$ cat config.mk
export PLATFORM = sky130hd
export DESIGN_NAME = shift_sequencer_flat
export DESIGN_NICKNAME = d
export VERILOG_FILES = /design/src/rtl/shift_sequencer_if.sv /design/src/rtl/shift_sequencer.sv /design/src/flat_wrapper.sv
export SDC_FILE = /design/constraint.sdc
export NUM_CORES = 1
export LEC_CHECK = 0
export ABC_AREA = 1
export CAP_MARGIN = 10
export CORE_UTILIZATION = 42
export DETAILED_ROUTE_END_ITERATION = 10
export GPL_ROUTABILITY_DRIVEN = 0
export PLACE_DENSITY = 0.87
export SKIP_CTS_REPAIR_TIMING = 1
export SLEW_MARGIN = 20
export SYNTH_ARGS = -nofsm -noshare
export SYNTH_HDL_FRONTEND = slang
export SYNTH_SLANG_ARGS = --single-unit
$ cat constraint.sdc
create_clock -name clk -period 2.5 [get_ports clk]
set_input_delay 0.5 -clock clk [delete_from_list [all_inputs] [get_ports clk]]
set_output_delay 0.5 -clock clk [all_outputs]
set_load 0.01 [all_outputs]
$ cat src/rtl/shift_sequencer_if.sv
// Handshake and shifter-datapath bundle for shift_sequencer.
// `define SHIFT_SEQ_ABORT_EN adds the abort request line.
interface shift_sequencer_if #(
  parameter int WIDTH = 16,
  parameter int CNT_W = 4
);
  logic             start;
  logic [1:0]       op;
  logic [CNT_W-1:0] amount;
  logic [WIDTH-1:0] din;
  logic [WIDTH-1:0] sh_in;
  logic [1:0]       sh_code;
  logic [WIDTH-1:0] sh_out;
  logic             busy;
  logic             done;
  logic [WIDTH-1:0] result;
`ifdef SHIFT_SEQ_ABORT_EN
  logic             abort;
`endif

  // master is the environment: instruction controller plus the combinational shifter
  modport master (
`ifdef SHIFT_SEQ_ABORT_EN
    output abort,
`endif
    output start, op, amount, din, sh_out,
    input  sh_in, sh_code, busy, done, result
  );

  modport slave (
`ifdef SHIFT_SEQ_ABORT_EN
    input  abort,
`endif
    input  start, op, amount, din, sh_out,
    output sh_in, sh_code, busy, done, result
  );
endinterface

$ cat src/rtl/shift_sequencer.sv
// Multi-cycle N-position shift controller driving an external 1-bit shifter, one step per cycle.
// `define SHIFT_SEQ_ABORT_EN adds an abort input that cancels a shift in progress.
//
// state | meaning
// IDLE  | waiting for start; working register and result hold
// SHIFT | one shifter step per cycle; cnt holds the steps still to do
// DONE  | one-cycle done pulse with result valid, then IDLE
module shift_sequencer #(
  parameter int WIDTH = 16,
  parameter int CNT_W = 4
) (
  input logic             clk,
  input logic             reset,
  shift_sequencer_if.slave bus
);

  typedef enum logic [1:0] {
    IDLE  = 2'd0,
    SHIFT = 2'd1,
    DONE  = 2'd2
  } state_t;

  state_t           state_q, state_d;
  logic [WIDTH-1:0] work_q, work_d;
  logic [1:0]       op_q, op_d;
  logic [CNT_W-1:0] cnt_q, cnt_d;
  logic             abort_req;

`ifdef SHIFT_SEQ_ABORT_EN
  assign abort_req = bus.abort;
`else
  assign abort_req = 1'b0;
`endif

  always_ff @(posedge clk or posedge reset) begin
    if (reset) begin
      state_q <= IDLE;
      work_q  <= '0;
      op_q    <= 2'b00;
      cnt_q   <= '0;
    end else begin
      state_q <= state_d;
      work_q  <= work_d;
      op_q    <= op_d;
      cnt_q   <= cnt_d;
    end
  end

  always_comb begin
    state_d = state_q;
    work_d  = work_q;
    op_d    = op_q;
    cnt_d   = cnt_q;
    case (state_q)
      IDLE: begin
        if (bus.start) begin
          work_d = bus.din;
          op_d   = bus.op;
          cnt_d  = bus.amount;
          // pass and zero-amount requests skip the shifter, so SHIFT never sees cnt==0
          if (bus.amount == '0 || bus.op == 2'b00) state_d = DONE;
          else                                    state_d = SHIFT;
        end
      end
      SHIFT: begin
        // the step on an aborting edge still lands, leaving the partial result visible
        work_d = bus.sh_out;
        cnt_d  = cnt_q - CNT_W'(1);
        if (abort_req)                 state_d = IDLE;
        else if (cnt_q == CNT_W'(1))   state_d = DONE;
      end
      DONE:    state_d = IDLE;
      default: state_d = IDLE;
    endcase
  end

  assign bus.sh_in   = work_q;
  assign bus.sh_code = (state_q == SHIFT) ? op_q : 2'b00;
  assign bus.busy    = (state_q == SHIFT) || (state_q == DONE);
  assign bus.done    = (state_q == DONE);
  assign bus.result  = work_q;

endmodule

$ cat src/flat_wrapper.sv
// flat-port wrapper written by rule: the top's interface ports become plain ports
module shift_sequencer_flat 
#(
  parameter int WIDTH = 16,
  parameter int CNT_W = 4
)
  (clk, reset, bus_start, bus_op, bus_amount, bus_din, bus_sh_out, bus_sh_in, bus_sh_code, bus_busy, bus_done, bus_result);
  shift_sequencer_if #(.WIDTH(WIDTH), .CNT_W(CNT_W)) bus_i ();
  input logic clk;
  input logic reset;
  input wire logic [$bits(bus_i.start)-1:0] bus_start;
  input wire logic [$bits(bus_i.op)-1:0] bus_op;
  input wire logic [$bits(bus_i.amount)-1:0] bus_amount;
  input wire logic [$bits(bus_i.din)-1:0] bus_din;
  input wire logic [$bits(bus_i.sh_out)-1:0] bus_sh_out;
  output wire logic [$bits(bus_i.sh_in)-1:0] bus_sh_in;
  output wire logic [$bits(bus_i.sh_code)-1:0] bus_sh_code;
  output wire logic [$bits(bus_i.busy)-1:0] bus_busy;
  output wire logic [$bits(bus_i.done)-1:0] bus_done;
  output wire logic [$bits(bus_i.result)-1:0] bus_result;
  assign bus_i.start = bus_start;
  assign bus_i.op = bus_op;
  assign bus_i.amount = bus_amount;
  assign bus_i.din = bus_din;
  assign bus_i.sh_out = bus_sh_out;
  assign bus_sh_in = bus_i.sh_in;
  assign bus_sh_code = bus_i.sh_code;
  assign bus_busy = bus_i.busy;
  assign bus_done = bus_i.done;
  assign bus_result = bus_i.result;
  shift_sequencer #(.WIDTH(WIDTH), .CNT_W(CNT_W)) u_core (.clk(clk), .reset(reset), .bus(bus_i));
endmodule
==> impl_metrics.json <==
{
  "setup_tns_ps": 0,
  "critPathLaunchType": "flip-flop",
  "syn_inst": 181,
  "clockBufferDepth": 2,
  "drtPass1Iterations": 4,
  "clkLatencyLatePin_ps": 300,
  "finClkSkew_ps": 1.49,
  "p_comb_frac": 0.632,
  "synth.top_cells.by_area": "dfrtp_1, nand2_1, buf_4",
  "final_area_um2": 2090,
  "layout_worst_path_cycle_share": 0.846,
  "drt_iter0_markers": 54,
  "drive_gt1_frac": 0.0420,
  "clockRootBuffer": "clkbuf_4",
  "yosys.area_share.simple": 0.238,
  "fill_cells": 258,
  "max_freq_mhz": 473,
  "worst_pin_slew_ps": 596,
  "io_pins": 77,
  "cts_max_level": 1,
  "via_per_inst": 4.71,
  "grt-ovfl-total": 0,
  "drv_cap": 0,
  "synth-compound-area-share": 0.113,
  "area_delta_synth_final_pct": 49.2,
  "yosys_warnings": 0,
  "p_int_mw": 1.46,
  "hp-class": "in -> async",
  "slew_headroom": 0.603,
  "status": "completed",
  "synth_area_um2": 1400,
  "path_cells": "inv_1 -> ha_1 -> nand2_1 -> inv_1 -> clkdlybuf4s50_1",
  "synth_top_family_by_area": "simple AND/OR/NAND/NOR gates",
  "slew_viol_final": 0,
  "switching_share": 0.403,
  "rows": 20,
  "p_switching_mw": 0.984,
  "num_vias": 1328,
  "placed_area_um2": 2070,
  "timing.hold.ws_ps": 484,
  "critPathRequiredTime_ps": 2000,
  "critical_path_class": "reg -> out",
  "place_hpwl_mm": 2.43,
  "wl_per_cell_um": 11.3,
  "grt_pass1_vias": 1195,
  "start_util": 0.451,
  "critPathCaptureType": "primary output",
  "postRouteAntennaNets": 0,
  "synth_nets": 227,
  "chipHeight_um": 59.7,
  "grt_use_total": 0.188,
  "critPathSlowestCell": "clkdlybuf4s50_1",
  "cp_slowest_stage_delay_ps": 520,
  "p_leak_nw": 0.937,
  "rsz0062_at_grt": "no",
  "crit_fanout": 3,
  "clk_pin_slew_ps": 130,
  "die_width_um": 59.7,
  "crit_path_frequent_cell": "inv_1",
  "cp.arrival_ps": 1610,
  "finish.net_count": 286,
  "ys_ff_latch": 24,
  "dieArea_um2": 3570,
  "peakVddDrop_uv": 591,
  "avgSynthCellArea_um2": 7.74,
  "n_antenna_cell": 0,
  "grt_max_degree": 27,
  "drc": 0,
  "setup_viol": 0,
  "yosysTopAreaCell": "dfrtp_1",
  "synthAdderAreaFrac": 0.0447,
  "powerDensity_nw_per_um2": 1170,
  "coreArea_um2": 3100,
  "cts_made_buffers": 3,
  "wirelength_mm": 3.18,
  "cts.sinks": 24,
  "yosysSeqAreaShare": 0.429,
  "grt_pass1_wl_mm": 5.14,
  "power_frac_seq": 0.300,
  "clockPowerShare": 0.069,
  "synth_xor_area_frac": 0.00626,
  "netlist.area_leader.share": 0.429,
  "antenna_found_initial": 0,
  "port_buffers": 76,
  "synthMuxAreaShare": 0,
  "finalCriticalPeriod_ps": 2110,
  "cts_tree": "yes",
  "ys_types": 18,
  "hold_violations": 0
}
## critical path, delay by kind of cell (launching register included)
kind,cells,cell delay (ps)
adders and majority gates,1,190
buffers and inverters,3,640
DFF,1,420
and+or+nand+nor,1,60
## worst paths after layout
path	from	end	slack (ps)	cells past startpoint
worst min register to register	u_core.op_q[1]	u_core.op_q[1]	500	2
max in group asynchronous	reset	u_core.bus.result[1]	1470	3
worst max-delay path	u_core.state_q[1]	bus_sh_code[0]	390	5
worst min-delay path	reset	u_core.op_q[1]	480	2
min in group clk	u_core.op_q[1]	u_core.op_q[1]	500	2
worst max register to register	u_core.state_q[1]	u_core.bus.result[6]	680	8
## cell usage in the layout (no fill, tap or decap), drive strengths merged
cell,netlist,routed
clkdlybuf4s50,0,76
nand2,57,57
nor2,25,25
dfrtp,24,24
a31oi,16,16
inv,14,14
o21ai,8,8
ha,5,5
nand3,4,4
clkbuf,1,3
buf,24,3
o211ai,1,1
xor2,1,1
a21oi,1,1
## cells by family (layout without fill, tap and decap cells)
| group | Yosys count | count (layout) |
|---|---|---|
| adder cells (fa/ha/maj) | 5 | 5 |
| buffers and inverters | 39 | 96 |
| AND/OR/NAND/NOR | 86 | 86 |
| AO/OA/AOI/OAI | 26 | 26 |
| flip-flops | 24 | 24 |
| XOR/XNOR | 1 | 1 |
## synthesized netlist by cell type
master,number
nand2_1,55
nor2_1,25
dfrtp_1,24
buf_4,17
a31oi_1,16
inv_1,13
ha_1,5
o21ai_0,5
buf_2,4
nand3_1,4
buf_6,3
o21ai_1,3
nand2_2,2
a21oi_1,1
clkbuf_1,1
inv_2,1
o211ai_2,1
xor2_1,1
## per-layer routing
layer / global-route usage / part of all wire / up-vias
li1: - / - / 669
met2: 0.352 / 0.51 / 49
met3: 0.0346 / 0.071 / 2
met5: 0 / 0 / -
met4: 0.0432 / 0.0060 / 0
met1: 0.220 / 0.41 / 608
## registers in the layout, summed over array words and instances, names as in the netlist
signal	flops
u_core.state_q	2
u_core.bus.result	16
u_core.cnt_q	4
u_core.op_q	2
## power by group through the flow
stage	Sequential [mW]	Clock, mW	Combinational [mW]
floorplan	0.783	0	0.959
global placement	0.736	0	1.51
detailed placement	0.742	0	1.55
CTS	0.734	0.174	1.55
global route	0.762	0.183	1.72
finish	0.732	0.168	1.54
## per-stage QoR
stage / worst slack, ps / cells / total power, mW / utilization
floorplan: 872 / 181 / 1.74 / -
global placement: 723 / 279 / 2.24 / 0.666
detailed placement: 652 / 279 / 2.29 / 0.666
CTS: 370 / 282 / 2.46 / 0.673
global route: 282 / 282 / 2.66 / 0.673
finish: 385 / 282 / 2.44 / 0.673
## cell type report
type | count | area (um2) | share of cell area
Inverter | 14 | 52.6 | 0.0252
Tap cell | 44 | 55.1 | 0.0264
Sequential cell | 24 | 601 | 0.288
Timing Repair Buffer | 79 | 796 | 0.381
Clock buffer | 3 | 22.5 | 0.0108
Multi-Input combinational cell | 118 | 562 | 0.269
(Power assumes the default switching activity.)
